--- src/rtl/dvb_s2x_bbh_pkg.sv ---
// DVB-S2X BBHEADER parser shared definitions: FSM state enum, packed header
// layout, header length, CRC-8 polynomial and a byte-serial CRC-8 step.
package dvb_s2x_bbh_pkg;

  localparam int unsigned cBBH_LEN   = 10;
  localparam logic [7:0]  cCRC8_POLY = 8'hD5;
  localparam int unsigned HDR_CNT_W  = 4;
  localparam int unsigned DFL_CNT_W  = 13;
  localparam int unsigned TAG_W      = 9;

  typedef enum logic [1:0] {
    ST_HDR  = 2'd0,
    ST_DATA = 2'd1,
    ST_PAD  = 2'd2,
    ST_DROP = 2'd3
  } bbh_state_e;

  // Header bytes in arrival order, big-endian fields.
  typedef struct packed {
    logic [15:0] matype;
    logic [15:0] upl;
    logic [15:0] dfl;
    logic [7:0]  sync;
    logic [15:0] syncd;
    logic [7:0]  crc;
  } bbh_hdr_t;

  // One byte of CRC-8, MSB first.
  function automatic logic [7:0] crc8_step(input logic [7:0] crc, input logic [7:0] data);
    logic [7:0] c;
    logic       fb;
    c = crc;
    for (int i = 7; i >= 0; i--) begin
      fb = c[7] ^ data[i];
      c  = {c[6:0], 1'b0} ^ (fb ? cCRC8_POLY : 8'h00);
    end
    return c;
  endfunction

endpackage

--- src/rtl/dvb_s2x_bbh_crc8.sv ---
// Byte-serial CRC-8 accumulator over the BBHEADER.
// Ports: clk, rst (sync, active-high), clr (restart at 0), en (fold data in),
//        data (byte), crc (running remainder).
module dvb_s2x_bbh_crc8
  import dvb_s2x_bbh_pkg::*;
(
  input  logic       clk,
  input  logic       rst,
  input  logic       clr,
  input  logic       en,
  input  logic [7:0] data,
  output logic [7:0] crc
);

  always_ff @(posedge clk) begin
    if (rst || clr) crc <= 8'h00;
    else if (en)    crc <= crc8_step(crc, data);
  end

endmodule

--- src/rtl/dvb_s2x_bbh_parser.sv ---
// DVB-S2X BBFRAME header parser: strips the 10-byte BBHEADER, publishes its
// fields, forwards DFL/8 data-field bytes and consumes padding up to tlast.
// Ports: iclk/ireset (sync, active-high); s_axis_* byte input from decoder;
//        m_axis_* data-field output; ohdr_valid + omatype/oupl/odfl/osync/
//        osyncd/omode_hem header fields; ocrc_err/odfl_err/otrunc pulses.
// Build option: DVB_S2X_BBH_CRC_CHECK_EN enables header CRC-8 checking and
//        HEM detection; without it every header is accepted.
module dvb_s2x_bbh_parser
  import dvb_s2x_bbh_pkg::*;
(
  input  logic              iclk,
  input  logic              ireset,
  input  logic              s_axis_tvalid,
  input  logic [7:0]        s_axis_tdata,
  input  logic              s_axis_tlast,
  input  logic [TAG_W-1:0]  s_axis_tuser,
  output logic              s_axis_tready,
  input  logic              m_axis_tready,
  output logic              m_axis_tvalid,
  output logic [7:0]        m_axis_tdata,
  output logic              m_axis_tlast,
  output logic [TAG_W-1:0]  m_axis_tuser,
  output logic              ohdr_valid,
  output logic [15:0]       omatype,
  output logic [15:0]       oupl,
  output logic [15:0]       odfl,
  output logic [7:0]        osync,
  output logic [15:0]       osyncd,
  output logic              omode_hem,
  output logic              ocrc_err,
  output logic              odfl_err,
  output logic              otrunc
);

  bbh_state_e           state, state_nxt;
  logic [HDR_CNT_W-1:0] hdr_cnt;
  logic [71:0]          hdr_buf;
  logic [DFL_CNT_W-1:0] dfl_rem;
  logic [TAG_W-1:0]     frame_tag;
  bbh_hdr_t             hdr_c;
  logic                 s_accept, hdr_last_byte;
  logic                 hdr_ok, crc_bad, crc_fail, dfl_bad, trunc_set;
  logic                 data_load, data_last;

  // Output register may only be refilled when empty or draining this cycle.
  assign s_axis_tready = !ireset && ((state != ST_DATA) || !m_axis_tvalid || m_axis_tready);
  assign s_accept      = s_axis_tvalid && s_axis_tready;
  assign hdr_c         = bbh_hdr_t'({hdr_buf, s_axis_tdata});
  assign hdr_last_byte = (hdr_cnt == HDR_CNT_W'(cBBH_LEN - 1));

`ifdef DVB_S2X_BBH_CRC_CHECK_EN
  logic [7:0] crc_q, residue;
  logic       crc_clr, crc_en, hem_c;

  // CRC covers bytes 0..8; restart after every header end or abort.
  assign crc_en  = s_accept && (state == ST_HDR) && !hdr_last_byte;
  assign crc_clr = (state != ST_HDR) || (s_accept && (hdr_last_byte || s_axis_tlast));

  dvb_s2x_bbh_crc8 u_crc8 (
    .clk  (iclk),
    .rst  (ireset),
    .clr  (crc_clr),
    .en   (crc_en),
    .data (s_axis_tdata),
    .crc  (crc_q)
  );

  assign residue = crc_q ^ hdr_c.crc;
  assign crc_bad = (residue[7:1] != 7'd0);
  assign hem_c   = (residue == 8'h01);
`else
  logic unused_crc;
  assign crc_bad    = 1'b0;
  assign unused_crc = ^{hdr_c.crc, crc_fail};
`endif

  // Next-state and per-byte control decode.
  always_comb begin
    state_nxt = state;
    hdr_ok    = 1'b0;
    crc_fail  = 1'b0;
    dfl_bad   = 1'b0;
    trunc_set = 1'b0;
    data_load = 1'b0;
    data_last = 1'b0;
    case (state)
      ST_HDR: begin
        if (s_accept) begin
          if (hdr_last_byte) begin
            if (crc_bad) begin
              crc_fail  = 1'b1;
              state_nxt = s_axis_tlast ? ST_HDR : ST_DROP;
            end else if (hdr_c.dfl[2:0] != 3'd0) begin
              dfl_bad   = 1'b1;
              state_nxt = s_axis_tlast ? ST_HDR : ST_DROP;
            end else begin
              hdr_ok = 1'b1;
              // A frame ending right after its header cannot carry a data field.
              if (s_axis_tlast) begin
                state_nxt = ST_HDR;
                trunc_set = (hdr_c.dfl[15:3] != 13'd0);
              end else if (hdr_c.dfl[15:3] == 13'd0) begin
                state_nxt = ST_PAD;
              end else begin
                state_nxt = ST_DATA;
              end
            end
          end else if (s_axis_tlast) begin
            trunc_set = 1'b1;
          end
        end
      end
      ST_DATA: begin
        if (s_accept) begin
          data_load = 1'b1;
          data_last = (dfl_rem == DFL_CNT_W'(1)) || s_axis_tlast;
          if (dfl_rem == DFL_CNT_W'(1)) begin
            state_nxt = s_axis_tlast ? ST_HDR : ST_PAD;
          end else if (s_axis_tlast) begin
            trunc_set = 1'b1;
            state_nxt = ST_HDR;
          end
        end
      end
      ST_PAD, ST_DROP: begin
        if (s_accept && s_axis_tlast) state_nxt = ST_HDR;
      end
      default: state_nxt = ST_HDR;
    endcase
  end

  // State register.
  always_ff @(posedge iclk) begin
    if (ireset) state <= ST_HDR;
    else        state <= state_nxt;
  end

  // Header capture, byte counters and frame tag.
  always_ff @(posedge iclk) begin
    if (ireset) begin
      hdr_cnt   <= '0;
      hdr_buf   <= '0;
      dfl_rem   <= '0;
      frame_tag <= '0;
    end else begin
      if ((state == ST_HDR) && s_accept) begin
        hdr_buf <= {hdr_buf[63:0], s_axis_tdata};
        hdr_cnt <= (hdr_last_byte || s_axis_tlast) ? '0 : hdr_cnt + HDR_CNT_W'(1);
        if (hdr_cnt == '0) frame_tag <= s_axis_tuser;
      end
      if (hdr_ok)         dfl_rem <= hdr_c.dfl[15:3];
      else if (data_load) dfl_rem <= dfl_rem - DFL_CNT_W'(1);
    end
  end

  // Registered outputs: header fields, status pulses, one-deep output slot.
  always_ff @(posedge iclk) begin
    if (ireset) begin
      ohdr_valid    <= 1'b0;
      omatype       <= '0;
      oupl          <= '0;
      odfl          <= '0;
      osync         <= '0;
      osyncd        <= '0;
      odfl_err      <= 1'b0;
      otrunc        <= 1'b0;
      m_axis_tvalid <= 1'b0;
      m_axis_tdata  <= '0;
      m_axis_tlast  <= 1'b0;
      m_axis_tuser  <= '0;
    end else begin
      ohdr_valid <= hdr_ok;
      odfl_err   <= dfl_bad;
      otrunc     <= trunc_set;
      if (hdr_ok) begin
        omatype <= hdr_c.matype;
        oupl    <= hdr_c.upl;
        odfl    <= hdr_c.dfl;
        osync   <= hdr_c.sync;
        osyncd  <= hdr_c.syncd;
      end
      if (data_load) begin
        m_axis_tvalid <= 1'b1;
        m_axis_tdata  <= s_axis_tdata;
        m_axis_tlast  <= data_last;
        m_axis_tuser  <= frame_tag;
      end else if (m_axis_tready) begin
        m_axis_tvalid <= 1'b0;
      end
    end
  end

`ifdef DVB_S2X_BBH_CRC_CHECK_EN
  // CRC status outputs.
  always_ff @(posedge iclk) begin
    if (ireset) begin
      ocrc_err  <= 1'b0;
      omode_hem <= 1'b0;
    end else begin
      ocrc_err <= crc_fail;
      if (hdr_ok) omode_hem <= hem_c;
    end
  end
`else
  assign ocrc_err  = 1'b0;
  assign omode_hem = 1'b0;
`endif

endmodule
--- config.mk ---
export PLATFORM = sky130hd
export DESIGN_NAME = dvb_s2x_bbh_parser
export DESIGN_NICKNAME = d
export VERILOG_FILES = /design/src/rtl/dvb_s2x_bbh_pkg.sv /design/src/rtl/dvb_s2x_bbh_crc8.sv /design/src/rtl/dvb_s2x_bbh_parser.sv
export SDC_FILE = /design/constraint.sdc
export NUM_CORES = 1
export LEC_CHECK = 0
export ABC_AREA = 1
export CAP_MARGIN = 20
export CORE_ASPECT_RATIO = 1.75
export CORE_MARGIN = 2
export CORE_UTILIZATION = 40
export CTS_CLUSTER_DIAMETER = 150
export DETAILED_ROUTE_END_ITERATION = 10
export PLACE_DENSITY_LB_ADDON = 0.2
export SKIP_LAST_GASP = 1
export SLEW_MARGIN = 30
export SYNTH_ARGS = -nofsm -noshare
export SYNTH_HDL_FRONTEND = slang
export SYNTH_SLANG_ARGS = --single-unit
--- constraint.sdc ---
create_clock -name iclk -period 4.8 [get_ports iclk]
set_clock_uncertainty 0.1 [all_clocks]
set_input_delay 0.96 -clock iclk [delete_from_list [all_inputs] [get_ports iclk]]
set_output_delay 0.96 -clock iclk [all_outputs]
set_load 0.005 [all_outputs]
==> reports/qor.csv, run 1 <==
metric;value;unit
status;complete, no violations;
cts_hold_buf;0;
clk_pin_slew;0.07;ns
cpPeakStageDelay;0.52;ns
synth_top_area_cell;dfxtp_1;
grt_pass1_vias;5818;
finalMaxSlewViolations;0;
grt_usage;18.7;%
power_density;362;nW/um2
setup.worst_path.class;primary input to primary output;
yosysWarningCount;0;
root_buffer;clkbuf_16;
synth_mux_area_share;0;%
finalHoldViolations;0;
design.portCount;119;
slowest_stage;clkdlybuf4s50_1;
fmax;281;MHz
fin_total_pwr;3280;uW
critical-path-top-delay-family;buffers and inverters;
post-synth-top-count-cell;dfxtp_1;
die_h;181;um
cts_setup_buffers;0;
fillers;1762;
path_cells;clkdlybuf4s50_1 > buf_4 > nor2_1 > clkdlybuf4s50_1;
synthAdderAreaFrac;0.872;%
coreArea;17500;um2
synth_top_family_by_area;compound AO/OA/AOI/OAI gates;
synth.ff_latch_count;194;
numPortBuffers;116;
final_layout_size_suffix_gt1_share;4.42;%
tns;0;ns
yosysSeqAreaShare;54.1;%
drv_cap;0;
crit_fanout;39;
synth_area_per_cell;7.80;um2
crit_path_frequent_cell;clkdlybuf4s50_1;
grt_start_max_net_pins;124;
ys_types;27;
die_area;19100;um2
synth-edff-count;0;
setup_viol;0;
placed_cell_area;8450;um2
grt_pass1_wl;28400;um
syn_inst;920;
syn_to_final_growth;26.2;%
synth_top_area_share;54.1;%
dpl.hpwl;11800;um
start_util;40.9;%
dr.pass1.iters;4;
drc_errors;0;
synth_area;7170;um2
rsz0062_at_grt;false;
cts_tree;yes;
critPathCaptureType;primary output;
synth_simple_gate_area_share;14.4;%
synthFlopType;dfxtp_1;
clock-sinks;194;
drt_wl_total;17600;um
cp.arrival;2.50;ns
drt_iter0_drc;224;
worstPathBufferInverterCount;3;
cellLeakagePower;0.00350;uW
cp.required;3.74;ns
min_path_type;register to register;
yosys-top-cells-count;194 x dfxtp_1, 162 x a21oi_1, 135 x o21ai_0, 124 x nand2_1, 91 x inv_1;
wl_per_cell;14.1;um
cts_inserted_buffers;17;
worst_slew_pin_slew;0.802;ns
num_vias;6118;
antenna_left;0;
gp_congestion;0.838;
postLayoutCellArea;9050;um2
ir_worst_vdd;0.221;mV
synthArstFlopShare;0;%
clk_latency;0.43;ns
final.min_clock_period;3.56;ns
cp-start-kind;primary input;
synth_compound_area_share;21.7;%
cts_htree_levels;4;
post_cts_resized;0;
synth_xor_area_share;0.366;%
die_w;105;um
diodes;0;
num-nets-final;1031;
cts_max_path_buffers;2;
antenna_found_initial;0;
max-slew-margin-rel;46.6;%
viasPerCell;4.90;
overflow;0;
period_share;74.1;%
ys_top_cells_by_area;dfxtp_1 54%, a21oi_1 11%, o21ai_0 9.4%;
rows;64;
==> placed cells by master (no fill, tap or decap), types with 2 or more instances in the layout <==
cell	n
dfxtp_1	194
a21oi_1	162
o21ai_0	135
nand2_1	124
clkdlybuf4s50_1	116
inv_1	90
nor2_1	77
nand3_1	37
clkbuf_16	17
o21ai_1	10
nor3_1	5
ha_1	5
inv_6	5
buf_4	5
inv_2	3
nand4_1	3
xor2_1	3
clkinv_4	3
inv_8	3
a31oi_1	2
and2_1	2
conb_1	2
clkinv_8	2
==> per-stage QoR <==
| stage | instances | setup slack, ns | utilization, % | hold WS (ns) |
|---|---|---|---|---|
| after global routing | 1248 | 1.16 | 51.6 | 0.375 |
| after CTS | 1247 | 1.23 | 51.6 | 0.348 |
| final | 1248 | 1.24 | 51.6 | 0.345 |
| after floorplan | 921 | 2.52 | - | 0.330 |
| after detailed placement | 1215 | 1.23 | 48.2 | 0.337 |
| after global placement | 1215 | 1.24 | 48.2 | 0.335 |
==> metal layers <==
layer | global-route usage, % | routed length (um)
met5 | 0 | 0
met4 | 8.80 | 527
met3 | 3.50 | 586
met2 | 35.2 | 9580
met1 | 19.6 | 6950
==> worst paths after layout <==
kind,depth (start not counted),slack (ns),startpoint,endpoint
min,2,0.34,odfl[1]$_SDFFE_PP0P_,odfl[1]$_SDFFE_PP0P_
max reg2reg,10,2.48,hdr_cnt[0]$_SDFFE_PP0P_,dfl_rem[10]$_SDFFE_PP0P_
max,4,1.24,ireset,s_axis_tready
min reg2reg,2,0.34,odfl[1]$_SDFFE_PP0P_,odfl[1]$_SDFFE_PP0P_
==> sequential cells by signal (all words and copies together), names as in the netlist, 2 cells and up <==
register and count:
odfl 16, osync 8, frame_tag 9, m_axis_tuser 9, osyncd 16, hdr_buf 72, state 2, m_axis_tdata 8
omatype 16, hdr_cnt 4, oupl 16, dfl_rem 13
==> worst min-delay path, cell delays in order, from the launching register on <==
cell,delay (ns)
dfxtp_1,0.31
nand2_1,0.06
nor2_1,0.04
==> cells by family after synthesis <==
| group | after synthesis |
|---|---|
| other | 1 |
| XOR/XNOR | 3 |
| buffers and inverters | 154 |
| AO/OA/AOI/OAI | 310 |
| AND/OR/NAND/NOR | 253 |
| adder cells (fa/ha/maj) | 5 |
| flip-flops | 194 |
==> power by group <==
group	internal, uW	switching, uW	leakage, uW
Combinational	55.6	110	0.00163
Clock	747	686	0.000292
Sequential	1660	24.8	0.00158
Total	2460	820	0.00350
==> layout make-up <==
cell class | count | area (um2) | area share, %
multi-input combinational | 573 | 2700 | 29.8
timing repair buffer | 123 | 1230 | 13.6
tap | 231 | 289 | 3.19
clock buffer | 18 | 429 | 4.74
sequential | 194 | 3880 | 42.9
clock inverter | 14 | 166 | 1.84
inverter | 95 | 359 | 3.97
(Power assumes the default switching activity.)
==> run 2: changes to the inputs <==
==> constraint.sdc (replaced) <==
create_clock -name iclk -period 3.5 [get_ports iclk]
set_clock_uncertainty 0.1 [all_clocks]
set_input_delay 0.7 -clock iclk [delete_from_list [all_inputs] [get_ports iclk]]
set_output_delay 0.7 -clock iclk [all_outputs]
set_load 0.005 [all_outputs]
==> reports/qor.csv, run 2 (synthesis results as in run 1) <==
metric;value;unit
status;complete, no violations;
grt_pass1_vias;5931;
power_frac_comb;5.0;%
cts_htree_levels;4;
fillers;1743;
p_int;3380;uW
antenna_found_initial;0;
largest_reg_flops;72;
cts_max_path_buffers;2;
syn_to_final_growth;27.1;%
setup.worst_path.class;primary input to primary output;
path_cells;clkdlybuf4s50_1 > inv_1 > nand2_1 > nor2_1 > nor2_1 > clkdlybuf4s50_1;
drc_errors;0;
mostFrequentLayoutCell;dfxtp_1;
r2r_cells;10;
tns;0;ns
holdPathEnd;odfl[2]$_SDFFE_PP0P_;
met3_length;569;um
ff_latch_area;3880;um2
top_layer;met4;
p_sw;1140;uW
setup_viol;0;
final.min_clock_period;2.87;ns
cts_setup_buffers;0;
rsz0062_at_grt;false;
clk_latency;0.43;ns
num_vias;6161;
gp_congestion;0.862;
cts_inserted_buffers;17;
regMostFlops;hdr_buf;
fmax;348;MHz
r2r-end;dfl_rem[6]$_SDFFE_PP0P_;
coreArea;17500;um2
fin_ws;0.625;ns
pwr-share-seq;51.0;%
max-slew-margin-rel;48.5;%
switching_share;25.2;%
hold_depth;2;
numPortBuffers;116;
finalHoldViolations;0;
ir_worst_vdd;0.296;mV
cts_hold_buf;0;
critical-path-top-delay-family;buffers and inverters;
rrSetupSlack;1.28;ns
dr.pass1.iters;4;
grt_usage;18.8;%
clkPwrFrac;44.0;%
dpl.hpwl;11900;um
multi_input_area;2700;um2
grt_start_max_net_pins;117;
worstPathBufferInverterCount;3;
cellLeakagePower;0.00353;uW
min_path_type;register to register;
drt_iter0_drc;202;
design.portCount;119;
start_util;40.9;%
cts_tree;yes;
diodes;0;
cp-start-kind;primary input;
period_share;82.1;%
crit_fanout;3;
clock-sinks;194;
wl_per_cell;14.0;um
met1Wirelength;7070;um
post_cts_resized;0;
final_cell_mix;194 x dfxtp_1, 162 x a21oi_1, 135 x o21ai_0, 124 x nand2_1, 116 x clkdlybuf4s50_1;
startpoint;m_axis_tready;
power_density;496;nW/um2
overflow;0;
wl_met2;9410;um
pre_cts_ws;0.621;ns
die_area;19100;um2
clk_pin_slew;0.07;ns
hold_start;odfl[2]$_SDFFE_PP0P_;
slowest_stage;clkdlybuf4s50_1;
drt_wl_total;17500;um
cp.arrival;2.07;ns
rows;64;
antenna_left;0;
die_h;181;um
viasPerCell;4.92;
num-nets-final;1034;
r2r-start;hdr_cnt[1]$_SDFFE_PP0P_;
cpPeakStageDelay;0.54;ns
timing.hold.ws;0.347;ns
root_buffer;clkbuf_16;
worst_slew_pin_slew;0.773;ns
critPathCaptureType;primary output;
drv_cap;0;
cp.required;2.70;ns
finalMaxSlewViolations;0;
die_w;105;um
final_layout_size_suffix_gt1_share;4.71;%
grt_pass1_wl;29000;um
==> run 2: how the worst max path moves through the flow <==
stage	endpoint	slack (ns)	depth (start not counted)
floorplan	frame_tag[0]$_SDFFE_PP0P_	1.54	6
CTS	s_axis_tready	0.64	6
global placement	hdr_cnt[1]$_SDFFE_PP0P_	0.62	5
global route	s_axis_tready	0.57	6
finish	s_axis_tready	0.63	6
detailed placement	hdr_cnt[1]$_SDFFE_PP0P_	0.62	5
==> run 2: cell type report <==
cell class | count | share of cell area (%)
clock buffer | 17 | 4.67
tap | 231 | 3.17
clock inverter | 15 | 2.10
timing repair buffer | 126 | 14.0
sequential | 194 | 42.6
multi-input combinational | 573 | 29.6
inverter | 95 | 3.94
==> run 2: stage by stage <==
stage          util, %  cell area (um2)  total power [uW]  cells
6_report          52.0             9120              4520   1251
5_1_grt           52.0             9120              4710   1251
4_1_cts           52.0             9120              4570   1251
3_5_place_dp      48.5             8500              2590   1219
3_3_place_gp      48.5             8500              2580   1219
2_1_floorplan        -             7180              2500    921
==> run 2: worst reg2reg max path, cell delays in order, from the launching register on <==
cell and delay, ns:
dfxtp_1 0.34, inv_1 0.11, ha_1 0.16, nand3_1 0.12, nor2_1 0.19, nand4_1 0.47
buf_4 0.38, nand3_1 0.08, nand3_1 0.06, nand2_1 0.07, inv_1 0.04
==> run 2: per-layer routing <==
layer  GRT usage, %  vias to the layer above
li1               -                     3187
met1           20.2                     2827
met2           35.1                      122
met3           3.72                       25
met4           8.05                        0
met5              0                        -
==> run 2: power groups by stage <==
stage                     registers (uW)  clock network, uW  logic, uW
final                               2310               1990        226
after global placement              2360                  0        226
after CTS                           2310               2040        230
after floorplan                     2340                  0        154
after detailed placement            2360                  0        228
after global routing                2310               2140        260
